==> src/rtl/id_ex_stage.sv <==
// ID/EX pipeline register of the RV32 core: registers decoded operands/control,
// detects load-use hazards against the held instruction and inserts bubbles.
module id_ex_stage #(
    parameter int unsigned CNT_W = 16
) (
    input  logic             clk_i,
    input  logic             rst_i,
    input  logic             mem_stall_i,
    input  logic             flush_i,
    input  logic             ID_valid_i,
    input  logic [31:0]      ID_PC_i,
    input  logic [31:0]      ID_RS1data_i,
    input  logic [31:0]      ID_RS2data_i,
    input  logic [31:0]      ID_Imm_i,
    input  logic [4:0]       ID_RS1_i,
    input  logic [4:0]       ID_RS2_i,
    input  logic [4:0]       ID_RD_i,
    input  logic [9:0]       ID_funct_i,
    input  logic [6:0]       ID_ctrl_i,
    output logic             EX_valid_o,
    output logic [31:0]      EX_PC_o,
    output logic [31:0]      EX_RS1data_o,
    output logic [31:0]      EX_RS2data_o,
    output logic [31:0]      EX_Imm_o,
    output logic [4:0]       EX_RS1_o,
    output logic [4:0]       EX_RS2_o,
    output logic [4:0]       EX_RD_o,
    output logic [9:0]       EX_funct_o,
    output logic [6:0]       EX_ctrl_o,
    output logic             stall_o,
    output logic [CNT_W-1:0] bubble_cnt_o
);

    typedef enum logic [1:0] {
        ACT_HOLD,
        ACT_FLUSH,
        ACT_HAZARD,
        ACT_LOAD
    } action_e;

    action_e          action;
    logic             hazard;

    logic             valid_q,  valid_d;
    logic [31:0]      pc_q,     pc_d;
    logic [31:0]      rs1data_q, rs1data_d;
    logic [31:0]      rs2data_q, rs2data_d;
    logic [31:0]      imm_q,    imm_d;
    logic [4:0]       rs1_q,    rs1_d;
    logic [4:0]       rs2_q,    rs2_d;
    logic [4:0]       rd_q,     rd_d;
    logic [9:0]       funct_q,  funct_d;
    logic [6:0]       ctrl_q,   ctrl_d;
    logic [CNT_W-1:0] cnt_q,    cnt_d;

    // ctrl bit 4 is MemRead: only a real load with a non-x0 destination can cause a load-use stall
    assign hazard  = valid_q & ctrl_q[4] & (rd_q != 5'd0) & ID_valid_i &
                     ((rd_q == ID_RS1_i) | (rd_q == ID_RS2_i));
    assign stall_o = hazard & ~flush_i;

    always_comb begin
        action = ACT_LOAD;
        if (mem_stall_i)  action = ACT_HOLD;
        else if (flush_i) action = ACT_FLUSH;
        else if (hazard)  action = ACT_HAZARD;
    end

    always_comb begin
        valid_d   = valid_q;
        pc_d      = pc_q;
        rs1data_d = rs1data_q;
        rs2data_d = rs2data_q;
        imm_d     = imm_q;
        rs1_d     = rs1_q;
        rs2_d     = rs2_q;
        rd_d      = rd_q;
        funct_d   = funct_q;
        ctrl_d    = ctrl_q;
        cnt_d     = cnt_q;

        if (action != ACT_HOLD) begin
            // bubble and invalid-ID loads both clear every field, including indices
            valid_d   = 1'b0;
            pc_d      = '0;
            rs1data_d = '0;
            rs2data_d = '0;
            imm_d     = '0;
            rs1_d     = '0;
            rs2_d     = '0;
            rd_d      = '0;
            funct_d   = '0;
            ctrl_d    = '0;
            if (action == ACT_LOAD && ID_valid_i) begin
                valid_d   = 1'b1;
                pc_d      = ID_PC_i;
                rs1data_d = ID_RS1data_i;
                rs2data_d = ID_RS2data_i;
                imm_d     = ID_Imm_i;
                rs1_d     = ID_RS1_i;
                rs2_d     = ID_RS2_i;
                rd_d      = ID_RD_i;
                funct_d   = ID_funct_i;
                ctrl_d    = ID_ctrl_i;
            end
        end

        if (action == ACT_HAZARD && cnt_q != '1) begin
            cnt_d = cnt_q + CNT_W'(1);
        end
    end

    always_ff @(posedge clk_i or negedge rst_i) begin
        if (!rst_i) begin
            valid_q   <= 1'b0;
            pc_q      <= '0;
            rs1data_q <= '0;
            rs2data_q <= '0;
            imm_q     <= '0;
            rs1_q     <= '0;
            rs2_q     <= '0;
            rd_q      <= '0;
            funct_q   <= '0;
            ctrl_q    <= '0;
            cnt_q     <= '0;
        end else begin
            valid_q   <= valid_d;
            pc_q      <= pc_d;
            rs1data_q <= rs1data_d;
            rs2data_q <= rs2data_d;
            imm_q     <= imm_d;
            rs1_q     <= rs1_d;
            rs2_q     <= rs2_d;
            rd_q      <= rd_d;
            funct_q   <= funct_d;
            ctrl_q    <= ctrl_d;
            cnt_q     <= cnt_d;
        end
    end

    assign EX_valid_o   = valid_q;
    assign EX_PC_o      = pc_q;
    assign EX_RS1data_o = rs1data_q;
    assign EX_RS2data_o = rs2data_q;
    assign EX_Imm_o     = imm_q;
    assign EX_RS1_o     = rs1_q;
    assign EX_RS2_o     = rs2_q;
    assign EX_RD_o      = rd_q;
    assign EX_funct_o   = funct_q;
    assign EX_ctrl_o    = ctrl_q;
    assign bubble_cnt_o = cnt_q;

endmodule

==> config.mk <==
export PLATFORM = sky130hd
export DESIGN_NAME = id_ex_stage
export DESIGN_NICKNAME = d
export VERILOG_FILES = /design/src/rtl/id_ex_stage.sv
export SDC_FILE = /design/constraint.sdc
export NUM_CORES = 1
export LEC_CHECK = 0
export ABC_AREA = 1
export BUFFER_PORTS_ARGS = -buffer_cell sky130_fd_sc_hd__buf_2
export CAP_MARGIN = 20
export CORE_MARGIN = 3
export CORE_UTILIZATION = 48
export DETAILED_ROUTE_END_ITERATION = 10
export HOLD_SLACK_MARGIN = 0.08
export PLACE_DENSITY = 0.81
export SYNTH_ARGS = -nofsm -noshare
export SYNTH_HDL_FRONTEND = slang
export SYNTH_SLANG_ARGS = --single-unit
export TNS_END_PERCENT = 30
==> constraint.sdc <==
create_clock -name clk_i -period 2.1 [get_ports clk_i]
set_input_delay 0.105 -clock clk_i [delete_from_list [all_inputs] [get_ports clk_i]]
set_output_delay 0.105 -clock clk_i [all_outputs]
set_load 0.01 [all_outputs]
* After elaboration in Yosys (flattened, before gate mapping)
Index checks and enable logic that the tools add are counted.
** Storage, ports and cells
- Bits in writable memories :: 0
- Bits in latches :: 0
- Logic and storage cells :: 41
- Input port bits :: 165
- Output and inout bits :: 178
- Memories :: 0
- Memory bits (read-only) :: 0
- Register bits after elaboration :: 177
** Operators by class
- Divide/modulo/power cells :: 0
- $mul :: 0
- Order comparisons :: 0
- Eq/ne operators :: 5
- Reductions and logical operators :: 4
- Shifts and indexed selects :: 0
- Add/subtract/negate cells :: 1
- Mux-type cells :: 13
- Bitwise gates (word level) :: 7
** Operator list (count)
- 32-bit two-way mux :: 4
- 16-bit by 1-bit adder with 16-bit output, second input constant :: 1
- 16-bit != test, second input constant :: 1
- 5-bit two-way mux :: 3
- 5-bit == test :: 2
- 10-bit two-way mux :: 1
- 7-bit two-way mux :: 1
- 1-bit bitwise AND :: 5
- 5-bit nonzero test :: 1
- 2-bit == test, second input constant :: 2
- 2-bit two-way mux :: 2
- 1-bit logical AND :: 2
- 1-bit two-way mux :: 2
- 2-bit nonzero test :: 1
- 1-bit NOT :: 1
- 1-bit OR :: 1

* Logic depth before layout (Yosys ltp)
Gate-level depths: netlist of the first run.
- Word-level depth :: 10
- Gate-level depth with buffers :: 11
- Gate-level depth less buffers :: 10

* Worst setup path before layout of the first run
Ideal clock, no wire load.
- Kind :: reg2reg
- From :: register cnt_q[0], in the netlist bubble_cnt_o[0]
- To :: register cnt_q[1], in the netlist bubble_cnt_o[1]
- Stages on the path, launching flop included :: 11
- Required time :: 2.023 ns
- Path buffers :: 1
- Clock period less this slack :: 1.665 ns
- Arrival time :: 1.587 ns
- Path slack :: 0.435 ns
- Library setup time :: 0.077 ns
- Path through :: dfrtp_1 > ha_1 > nand3_2 > nor2_4 > nand2_2 > nor2_1 > nand2_1 > nand4_1 > buf_4 > nor2_1 > a21oi_1
** On the way
- Longest elaborated chain between the ends :: 2
- Elaborated cells between the ends (all ways) :: 3
- Classes of those cells :: add/sub: 1; eq/ne: 1; reduce/logical: 1
** RTL lines
- from (decl) :: RTL line 54 : logic [CNT_W-1:0] cnt_q, cnt_d;
- from (signal assigned) :: RTL line 136 : cnt_q <= cnt_d;
- parallel branches: the longest is 2 deep, another holds 16-bit by 1-bit adder with 16-bit output
Parallel ways; which one is timed is not known.
A chain may end at the register's enable or synchronous reset.

* Worst setup path in the final report of the first run
- From :: register rd_q[0], in the netlist EX_RD_o[0]
- To :: register imm_q[31], in the netlist EX_Imm_o[31]
** On the way
- Longest elaborated chain between the ends :: 10
- Elaborated cells between the ends (all ways) :: 14
- Classes of those cells :: eq/ne: 3; mux: 4; bitwise: 4; reduce/logical: 3
** RTL lines
- from (decl) :: RTL line 51 : logic [4:0] rd_q, rd_d;
- from (signal assigned) :: RTL line 133 : rd_q <= rd_d;
- 5-bit nonzero test :: RTL line 57 : assign hazard = valid_q & ctrl_q[4] & (rd_q != 5'd0) & ID_valid_i &
- 1-bit bitwise AND (2 in series) :: RTL line 57
- 1-bit bitwise AND (*) :: RTL line 57
- 1-bit two-way mux (*) :: RTL line 65 : else if (hazard) action = ACT_HAZARD;
- 2-bit two-way mux (*) :: RTL line 64 : else if (flush_i) action = ACT_FLUSH;
- 2-bit two-way mux (*) :: RTL line 63 : if (mem_stall_i) action = ACT_HOLD;
- 2-bit == test :: RTL line 93 : if (action == ACT_LOAD && ID_valid_i) begin
- 1-bit logical AND :: RTL line 93
- 32-bit two-way mux :: RTL line 93
- to (signal assigned) :: RTL line 130 : imm_q <= imm_d;
- to (decl) :: RTL line 48 : logic [31:0] imm_q, imm_d;
Every way passes the cells marked *; elsewhere a longest branch is shown, timed or not.

==> flow_summary.toml, run 1 <==
[timing]
max_freq_mhz = 537
tns_ns = 0
slew_headroom_pct = 46.4
worst_pin_slew_ns = 0.804
finalHoldViolations = 0
finClkSkew_ns = 0.0103
timing.final.crit_share_pct = 88.7
finalSetupViolCount = 0
slew_viol_final = 0
min_period_ns = 1.86
rsz0062_at_grt = "false"

[setup_path]
cp_slowest_cell = "dfrtp_1"
start_kind = "flop"
path_cells = "nor2_1 -> nor2_1 -> nor2_1 -> nand3_2 -> nand2_4 -> nand2_4 -> nand3_4 -> buf_12 -> o21ai_0"
cp.arrival_ns = 2.14
worst-setup-path-type = "reg2reg"
required_ns = 2.38
path_delay_family = "simple AND/OR/NAND/NOR gates"
end_kind = "flop"
path_max_fanout = 73
slowest_delay_ns = 0.44
cp_common_cell = "nor2_1"
cp_num_buf_inv = 1

[clocking]
cts_made_buffers = 17
htree_levels = 4
clock_path_buffers = 2
cts_tree = "yes"
clock_latency_ns = 0.43
cts-root-buf = "clkbuf_16"
clock-sinks = 177
clkSlewWorstSetupHoldPaths_ns = 0.07

[cells_and_area]
final_nets = 1525
stdcell_area_um2 = 12000
areaGrowthSynthToFinish_pct = 50.4
stdcell_count = 1591
layout-drive-gt1-share_pct = 35.7
postLayoutCoreUtil_pct = 74.7

[logic_synthesis]
async_reset_ff_share_pct = 100
synth-main-ff-cell = "dfrtp_1"
synthCells = 864
synth_edf_count = 0
synth_top_area_cell = "dfrtp_1"
syn_nets = 1030
synthDistinctLibCells = 29
ys_ff_latch = 177
yosys_warnings = 0
yosysSeqAreaShare_pct = 55.5
synth_area_um2 = 7980
synth_area_leaders = "dfrtp_1, nand2_1, o21ai_2"
synth_top_area_share_pct = 55.5
syn_area_per_cell_um2 = 9.23

[floorplanning]
ios = 343
die_x_um = 135
start_util_pct = 49.7
num_rows = 46
core_area_um2 = 16100
die_y_um = 135
die-area_um2 = 18200

[global_route]
grt_max_degree = 156
grt_first_pass_wirelength_um = 42100
grt-ovfl-total = 0
gr-usage-all-layers_pct = 29.3
antenna_found_initial = 3
grt_pass1_vias = 8242
busiest_layer = "met2"
grtUsageMet3_pct = 7.41
met2_usage_pct = 51.4
grtUsageMet1_pct = 33.6

[placement]
io_buffers = 342
dp_hpwl_um = 15500
gp_congestion = 0.875
dpl_cell_area_um2 = 9790
placedCellCount = 1394

[routing]
num_vias = 7980
postRouteAntennaNets = 0
drc = 0
drt_iter0_markers = 480
first_pass_iters = 5
routed_wl_um = 27200
viasPerCell = 5.02
wl_per_cell_um = 17.1

[pwr]
leakage_nw = 6.77
power_density_nw_per_um2 = 672
vdd_drop_max_mv = 0.537

[hold_path]
hold_class = "in2reg"

[status]
outcome = "finished, final reports clean"

[flow_run]
drv_cap = 0
-- layer usage --
layer / wire [um] / part of all wire (%)
met5: 0 / 0
met2: 13800 / 51
met3: 2240 / 8.2
met1: 9910 / 36
met4: 1220 / 4.5
-- final timing paths --
kind	from	end	slack [ns]	cells after the start
setup / recovery	EX_RD_o[0]	EX_Imm_o[31]	0.24	9
hold / removal	flush_i	bubble_cnt_o[9]	0.15	5
setup reg to reg	EX_RD_o[0]	EX_Imm_o[31]	0.24	9
hold reg to reg	EX_Imm_o[17]	EX_Imm_o[17]	0.48	2
max in group asynchronous	rst_i	EX_Imm_o[26]	1.13	3
min in group asynchronous	rst_i	EX_Imm_o[11]	0.22	2
-- stage by stage --
step / power [mW] / hold WS (ns) / setup slack, ns
floorplan: 4.20 / -0.191 / 0.435
global placement: 4.66 / 0.118 / 0.378
detailed placement: 4.68 / 0.115 / 0.301
CTS: 8.04 / 0.127 / 0.288
global route: 8.32 / 0.184 / 0.0882
finish: 8.06 / 0.153 / 0.237
-- tightest hold or removal path: cells and delay by family --
kind,cells,cell delay [ns]
and+or+nand+nor,2,0.18
AOI/OAI and AO/OA,1,0.07
buffers and inverters,2,0.18
-- what timing repair did --
item                                    CTS  global route
hold buffers                            162             0
buffers inserted                          0             0
resized for setup                         0             0
endpoints found under the setup margin    0             0
hold endpoints to repair                216             0
-- final cells by class --
class	count	area, um2
Timing Repair Buffer	514	3480
Tap cell	216	270
Clock inverter	12	124
Fill cell	988	4060
Antenna cell	3	7.51
Multi-Input combinational cell	475	2580
Sequential cell	177	4430
Inverter	174	653
Clock buffer	20	457
-- flip-flops by register name, summed over array words and instances (netlist names) --
name and count:
EX_Imm_o 32, EX_PC_o 32, EX_RS1data_o 32, EX_RS2data_o 32, bubble_cnt_o 16, EX_funct_o 10, EX_ctrl_o 7, EX_RD_o 5
EX_RS1_o 5, EX_RS2_o 5, EX_valid_o 1
-- Yosys cell counts (3+ instances only) --
cell,instances
nand2_1,233
xor2_1,6
o21bai_1,13
clkbuf_1,20
nand3_2,3
buf_12,10
nor3_1,8
nor2_1,19
nand3_1,12
inv_2,5
xnor2_1,3
dfrtp_1,177
inv_1,168
o22ai_2,5
nand4_1,4
buf_2,7
o21ai_0,72
o21ai_2,84
-- placed cells by master (no fill, tap or decap), types with 2 or more instances in the layout --
cell type      synthesis  routed
buf_2                  7     340
inv_6                  0       4
clkinv_4               0       5
dfrtp_1              177     177
xnor2_1                3       3
buf_4                  1       6
o21ai_2               84      84
clkinvlp_4             0       2
o22ai_2                5       5
xor2_1                 6       6
o21bai_1              13      13
diode_2                0       3
inv_2                  5       5
nand3_1               12      12
nor3_1                 8       8
nand2_1              233     233
nand2_2                2       2
nand3_2                3       3
clkbuf_8               0       2
nand2_4                2       2
nor2_2                 2       2
nor2_1                19      19
inv_1                168     168
buf_12                10       5
clkbuf_16              0      17
dlygate4sd3_1          0     162
a21oi_1                2       2
nand4_1                4       4
o21ai_0               72      72
-- logic make-up after synthesis --
logic type / count (synthesis) / synth area share (%)
AND/OR/NAND/NOR: 289 / 15.3
buffers and inverters: 212 / 12.2
flip-flops: 177 / 55.5
AO/OA/AOI/OAI: 176 / 15.9
XOR/XNOR: 9 / 0.988
adder cells (fa/ha/maj): 1 / 0.157
-- power breakdown --
group          total (mW)  leakage [nW]  switching (mW)  internal [mW]
Combinational        1.23          4.17           0.656          0.574
Clock                3.14         0.278            1.42           1.72
Sequential           3.69          2.32           0.113           3.58
Power figures use the tool's default switching activity.
==> run 2: changes to the inputs <==
--- a/config.mk
+++ b/config.mk
@@ -9,11 +9,10 @@
 export BUFFER_PORTS_ARGS = -buffer_cell sky130_fd_sc_hd__buf_2
 export CAP_MARGIN = 20
 export CORE_MARGIN = 3
-export CORE_UTILIZATION = 48
+export CORE_UTILIZATION = 40
 export DETAILED_ROUTE_END_ITERATION = 10
 export HOLD_SLACK_MARGIN = 0.08
-export PLACE_DENSITY = 0.81
+export PLACE_DENSITY = 0.69
 export SYNTH_ARGS = -nofsm -noshare
 export SYNTH_HDL_FRONTEND = slang
 export SYNTH_SLANG_ARGS = --single-unit
-export TNS_END_PERCENT = 30
==> constraint.sdc (replaced) <==
create_clock -name clk_i -period 2.2 [get_ports clk_i]
set_input_delay 0.11 -clock clk_i [delete_from_list [all_inputs] [get_ports clk_i]]
set_output_delay 0.11 -clock clk_i [all_outputs]
set_load 0.01 [all_outputs]
==> run 2 against run 1 <==
  * Clock-buffer cell count unchanged
  * Clock skew increased by 0.00096 ns
  * Total power decreased by 5.4%
  * Highest routed layer unchanged
  * Cell count increased by 3.6%
  * Die area increased by 19%
==> flow_summary.toml, run 2 (synthesized netlist as in run 1, its figures left out) <==
[status]
outcome = "finished, final reports clean"

[clocking]
clock-sinks = 177
clock_latency_ns = 0.42
clock_path_buffers = 2
clkSlewWorstSetupHoldPaths_ns = 0.07
cts-root-buf = "clkbuf_16"
cts_tree = "yes"
cts_made_buffers = 17
htree_levels = 4

[timing]
min_period_ns = 1.99
max_freq_mhz = 502
slew_viol_final = 0
finalWorstSetupSlack_ns = 0.209
worst_pin_slew_ns = 0.796
tns_ns = 0
rsz0062_at_grt = "false"
timing.final.crit_share_pct = 90.5
slew_headroom_pct = 46.9
finClkSkew_ns = 0.0112
finalHoldViolations = 0
finalSetupViolCount = 0

[setup_path]
path_cells = "nor2_1 -> nand4_1 -> nand2_1 -> inv_1 -> nand2_4 -> nand3_4 -> buf_12 -> o21ai_0 -> dlygate4sd3_1"
slowest_delay_ns = 0.57
path_delay_family = "buffers and inverters"
required_ns = 2.55
worst-setup-path-type = "reg2reg"
cp_slowest_cell = "dlygate4sd3_1"
cp_num_buf_inv = 3
path_max_fanout = 6
start_kind = "flop"
cp.arrival_ns = 2.34
end_kind = "flop"

[global_route]
antenna_found_initial = 0
grt-ovfl-total = 0
gr-usage-all-layers_pct = 21.8
grt_max_degree = 154
grt_first_pass_wirelength_um = 38500
grt_pass1_vias = 7704

[cells_and_area]
stdcell_area_um2 = 12200
areaGrowthSynthToFinish_pct = 52.6
diodes = 0
final_common_cell = "buf_2"
layout-drive-gt1-share_pct = 36.2
n_fill_cell = 1576
postLayoutCoreUtil_pct = 62.4
layout_common_cells = "buf_2, nand2_1, dfrtp_1"
final_nets = 1536

[floorplanning]
die-area_um2 = 21700
ios = 343
start_util_pct = 40.9
core_area_um2 = 19500
die_y_um = 147
die_x_um = 147
num_rows = 51

[pwr]
swShare_pct = 26.6
power_mw = 7.62
combinationalPowerShare_pct = 15.2
leakage_nw = 6.83
intPower_mw = 5.60
pwr-share-clk_pct = 38.7
p_seq_share_pct = 46.1
power_density_nw_per_um2 = 626
p_sw_mw = 2.03
vdd_drop_max_mv = 0.466

[routing]
num_vias = 7490
routed_wl_um = 24100
first_pass_iters = 5
drc = 0
viasPerCell = 4.54
wl_per_cell_um = 14.6
postRouteAntennaNets = 0
drt_iter0_markers = 312

[placement]
dp_slack_ns = 0.383
io_buffers = 342
gp_congestion = 0.853
dp_hpwl_um = 15400
dpl_cell_area_um2 = 9900

[hold_path]
hold_class = "in2reg"

[flow_run]
drv_cap = 0
## run 2: cell types whose count changed in the layout (fill, tap and decap cells not counted)
cell and delta:
clkbuf_1 +1, dlygate4sd3_1 +2, dfrtp_1 -2, buf_12 +2, inv_6 -1, clkbuf_8 -1, dfrtp_2 +2, buf_4 +6
clkbuf_16 +1, diode_2 -3, inv_8 +1
## run 2: worst register-to-register path, cell delays in order (launching register included)
cell	delay (ns)
dfrtp_2	0.44
nor2_1	0.13
nand4_1	0.12
nand2_1	0.08
inv_1	0.09
nand2_4	0.09
nand3_4	0.10
buf_12	0.15
o21ai_0	0.16
dlygate4sd3_1	0.57
## run 2: metal layers
metal | GRT usage, % | vias up | part of all wire [%]
li1 | - | 3653 | -
met1 | 27.4 | 3501 | 41
met2 | 36.8 | 286 | 50
met3 | 5.49 | 50 | 6.4
met4 | 7.78 | 0 | 2.8
met5 | 0 | - | 0
## run 2: cell type report
class                   instances  area, um2  area share [%]
clock buffers                  20        447            3.67
clock inverters                12        126            1.04
inverters                     174        653            5.36
multi-input cells             475       2580            21.2
flip-flops and latches        177       4430            36.4
well taps                     265        332            2.72
repair buffers                525       3610            29.6
## run 2: repair_timing
item | CTS | global route
setup endpoints to repair | 0 | 2
endpoints found under the hold margin | 275 | 1
gates resized for setup | 0 | 2
hold buffers | 163 | 1
setup buffers | 0 | 4
## run 2: final timing paths
check	start	endpoint	slack [ns]	depth (start not counted)
hold reg to reg	EX_RS1data_o[30]	EX_RS1data_o[30]	0.48	2
setup reg to reg	EX_RD_o[0]	EX_ctrl_o[4]	0.21	9
max in group asynchronous	rst_i	EX_RD_o[1]	1.20	3
min in group asynchronous	rst_i	EX_funct_o[2]	0.17	2
hold / removal	flush_i	EX_RS1_o[3]	0.12	4
setup / recovery	EX_RD_o[0]	EX_ctrl_o[4]	0.21	9
## run 2: power groups by stage
stage	sequential (mW)	combinational, mW	clock, mW
2_1_floorplan	3.64	0.366	0
3_3_place_gp	3.56	0.905	0
3_5_place_dp	3.56	0.914	0
4_1_cts	3.51	1.14	3.03
5_1_grt	3.53	1.27	3.17
6_report	3.51	1.16	2.95
## run 2: through the flow
step	cells	hold WS, ns
2_1_floorplan	864	-0.186
3_3_place_gp	1447	0.0486
3_5_place_dp	1447	0.0520
4_1_cts	1642	0.0927
5_1_grt	1648	0.129
6_report	1648	0.122
==> run 3: changes to the inputs <==
==> constraint.sdc (replaced) <==
create_clock -name clk_i -period 2.48 [get_ports clk_i]
set_input_delay 0.124 -clock clk_i [delete_from_list [all_inputs] [get_ports clk_i]]
set_output_delay 0.124 -clock clk_i [all_outputs]
set_load 0.01 [all_outputs]
==> run 3 against run 2 <==
  * Routed wire length grew 0.64%
  * Sequential cell count is the same
  * Critical path type unchanged
  * Critical endpoint is now bubble_cnt_o[7]
  * Sequential power shrank 11%
  * Sequential share of layout area grew 0.34 points
  * Fmax shrank 2.5%
  * Largest power group unchanged
  * Highest routed layer unchanged
  * Total power shrank 10%
  * Non-clock buffer count shrank 14
  * First-iteration DRC count grew 31%
==> flow_summary.toml, run 3 (synthesized netlist as in run 1, its figures left out) <==
[routing]
viasPerCell = 4.54
routed_wl_um = 24200
drt_iter0_markers = 408
num_vias = 7412
wl_per_cell_um = 14.8
drc = 0
first_pass_iters = 5
postRouteAntennaNets = 0

[placement]
dp_slack_ns = 0.443
gp_congestion = 0.870
io_buffers = 342
dp_hpwl_um = 15200

[timing]
tns_ns = 0
finalSetupViolCount = 0
max_freq_mhz = 490
finalHoldViolations = 0
slew_viol_final = 0
slew_headroom_pct = 44.2
finClkSkew_ns = 0.0101
min_period_ns = 2.04
rsz0062_at_grt = "false"
worst_pin_slew_ns = 0.838
finalWorstSetupSlack_ns = 0.437
timing.final.crit_share_pct = 82.4

[pwr]
power_density_nw_per_um2 = 569
vdd_drop_max_mv = 0.435
leakage_nw = 6.77

[cells_and_area]
diodes = 0
final_common_cell = "buf_2"
final_nets = 1522
areaGrowthSynthToFinish_pct = 51.1
layout_common_cells = "buf_2, nand2_1, dfrtp_1"
layout-drive-gt1-share_pct = 35.5
n_fill_cell = 1601

[floorplanning]
die-area_um2 = 21700
die_x_um = 147
ios = 343
num_rows = 51
core_area_um2 = 19500
start_util_pct = 40.9
die_y_um = 147

[global_route]
grt-ovfl-total = 0
grt_max_degree = 155
grt_first_pass_wirelength_um = 38900
gr-usage-all-layers_pct = 22.2
antenna_found_initial = 0
grt_pass1_vias = 7703

[clocking]
cts_made_buffers = 17
cts_resized = 0
cts-root-buf = "clkbuf_16"
clkSlewWorstSetupHoldPaths_ns = 0.07
clock_latency_ns = 0.42
cts_tree = "yes"
clock_path_buffers = 2
clock-sinks = 177
htree_levels = 4

[hold_path]
hold_class = "in2reg"

[setup_path]
end_kind = "flop"
cp.arrival_ns = 2.34
required_ns = 2.77
path_max_fanout = 12
worst-setup-path-type = "reg2reg"
start_kind = "flop"

[flow_run]
drv_cap = 0

[status]
outcome = "finished, final reports clean"
==> run 3: final timing paths <==
kind                                       from              end  slack (ns)  depth (start not counted)
worst max-delay path            bubble_cnt_o[0]  bubble_cnt_o[7]        0.44                          9
worst min-delay path                 ID_valid_i      EX_RS1_o[3]        0.11                          3
worst max register to register  bubble_cnt_o[0]  bubble_cnt_o[7]        0.44                          9
worst min register to register     EX_Imm_o[23]     EX_Imm_o[23]        0.48                          2
max in group asynchronous                 rst_i      EX_PC_o[13]        1.50                          3
min in group asynchronous                 rst_i    EX_funct_o[3]        0.29                          2
==> run 3: worst max-delay path, cell delays in order, from the launching register on <==
cell and delay (ns):
dfrtp_1 0.45, ha_1 0.27, nand3_2 0.15, nor2_4 0.06, nand2_2 0.08, nor2_1 0.04
nand2_1 0.07, nand4_1 0.43, o21bai_1 0.30, nand2_1 0.07
==> run 3: cell type report <==
type,count,area [um2],area share [%]
inverter,174,653,5.42
tap,265,332,2.75
clock inverter,12,150,1.25
multi-input combinational,475,2580,21.4
clock buffer,20,447,3.70
timing repair buffer,511,3470,28.8
sequential,177,4430,36.7
==> run 3: layer usage <==
metal / global-route usage (%) / up-vias / share of wire [%]
met3: 6.23 / 71 / 6.8
met1: 26.7 / 3425 / 40
met4: 10.1 / 0 / 4.0
li1: - / 3619 / -
met5: 0 / - / 0
met2: 37.1 / 297 / 49
==> run 3: where the power goes <==
| part | internal [mW] | switching [mW] |
|---|---|---|
| Clock | 1.54 | 1.19 |
| Sequential | 3.03 | 0.0870 |
| Combinational | 0.486 | 0.528 |
| Total | 5.05 | 1.80 |
==> run 3: what timing repair did <==
| item | in CTS | in global routing |
|---|---|---|
| endpoints found under the hold margin | 227 | 0 |
| buffers inserted | 0 | 0 |
| hold buffers | 162 | 0 |
==> run 3: per-stage QoR <==
step / hold slack [ns] / power, mW / util (%) / instance area [um2] / cells
CTS: 0.0922 / 6.92 / 61.8 / 12100 / 1634
detailed placement: 0.196 / 3.97 / 50.4 / 9840 / 1440
finish: 0.108 / 6.86 / 61.8 / 12100 / 1634
floorplan: -0.172 / 3.56 / - / 7980 / 864
global placement: 0.195 / 3.96 / 50.4 / 9840 / 1440
global route: 0.105 / 7.16 / 61.8 / 12100 / 1634
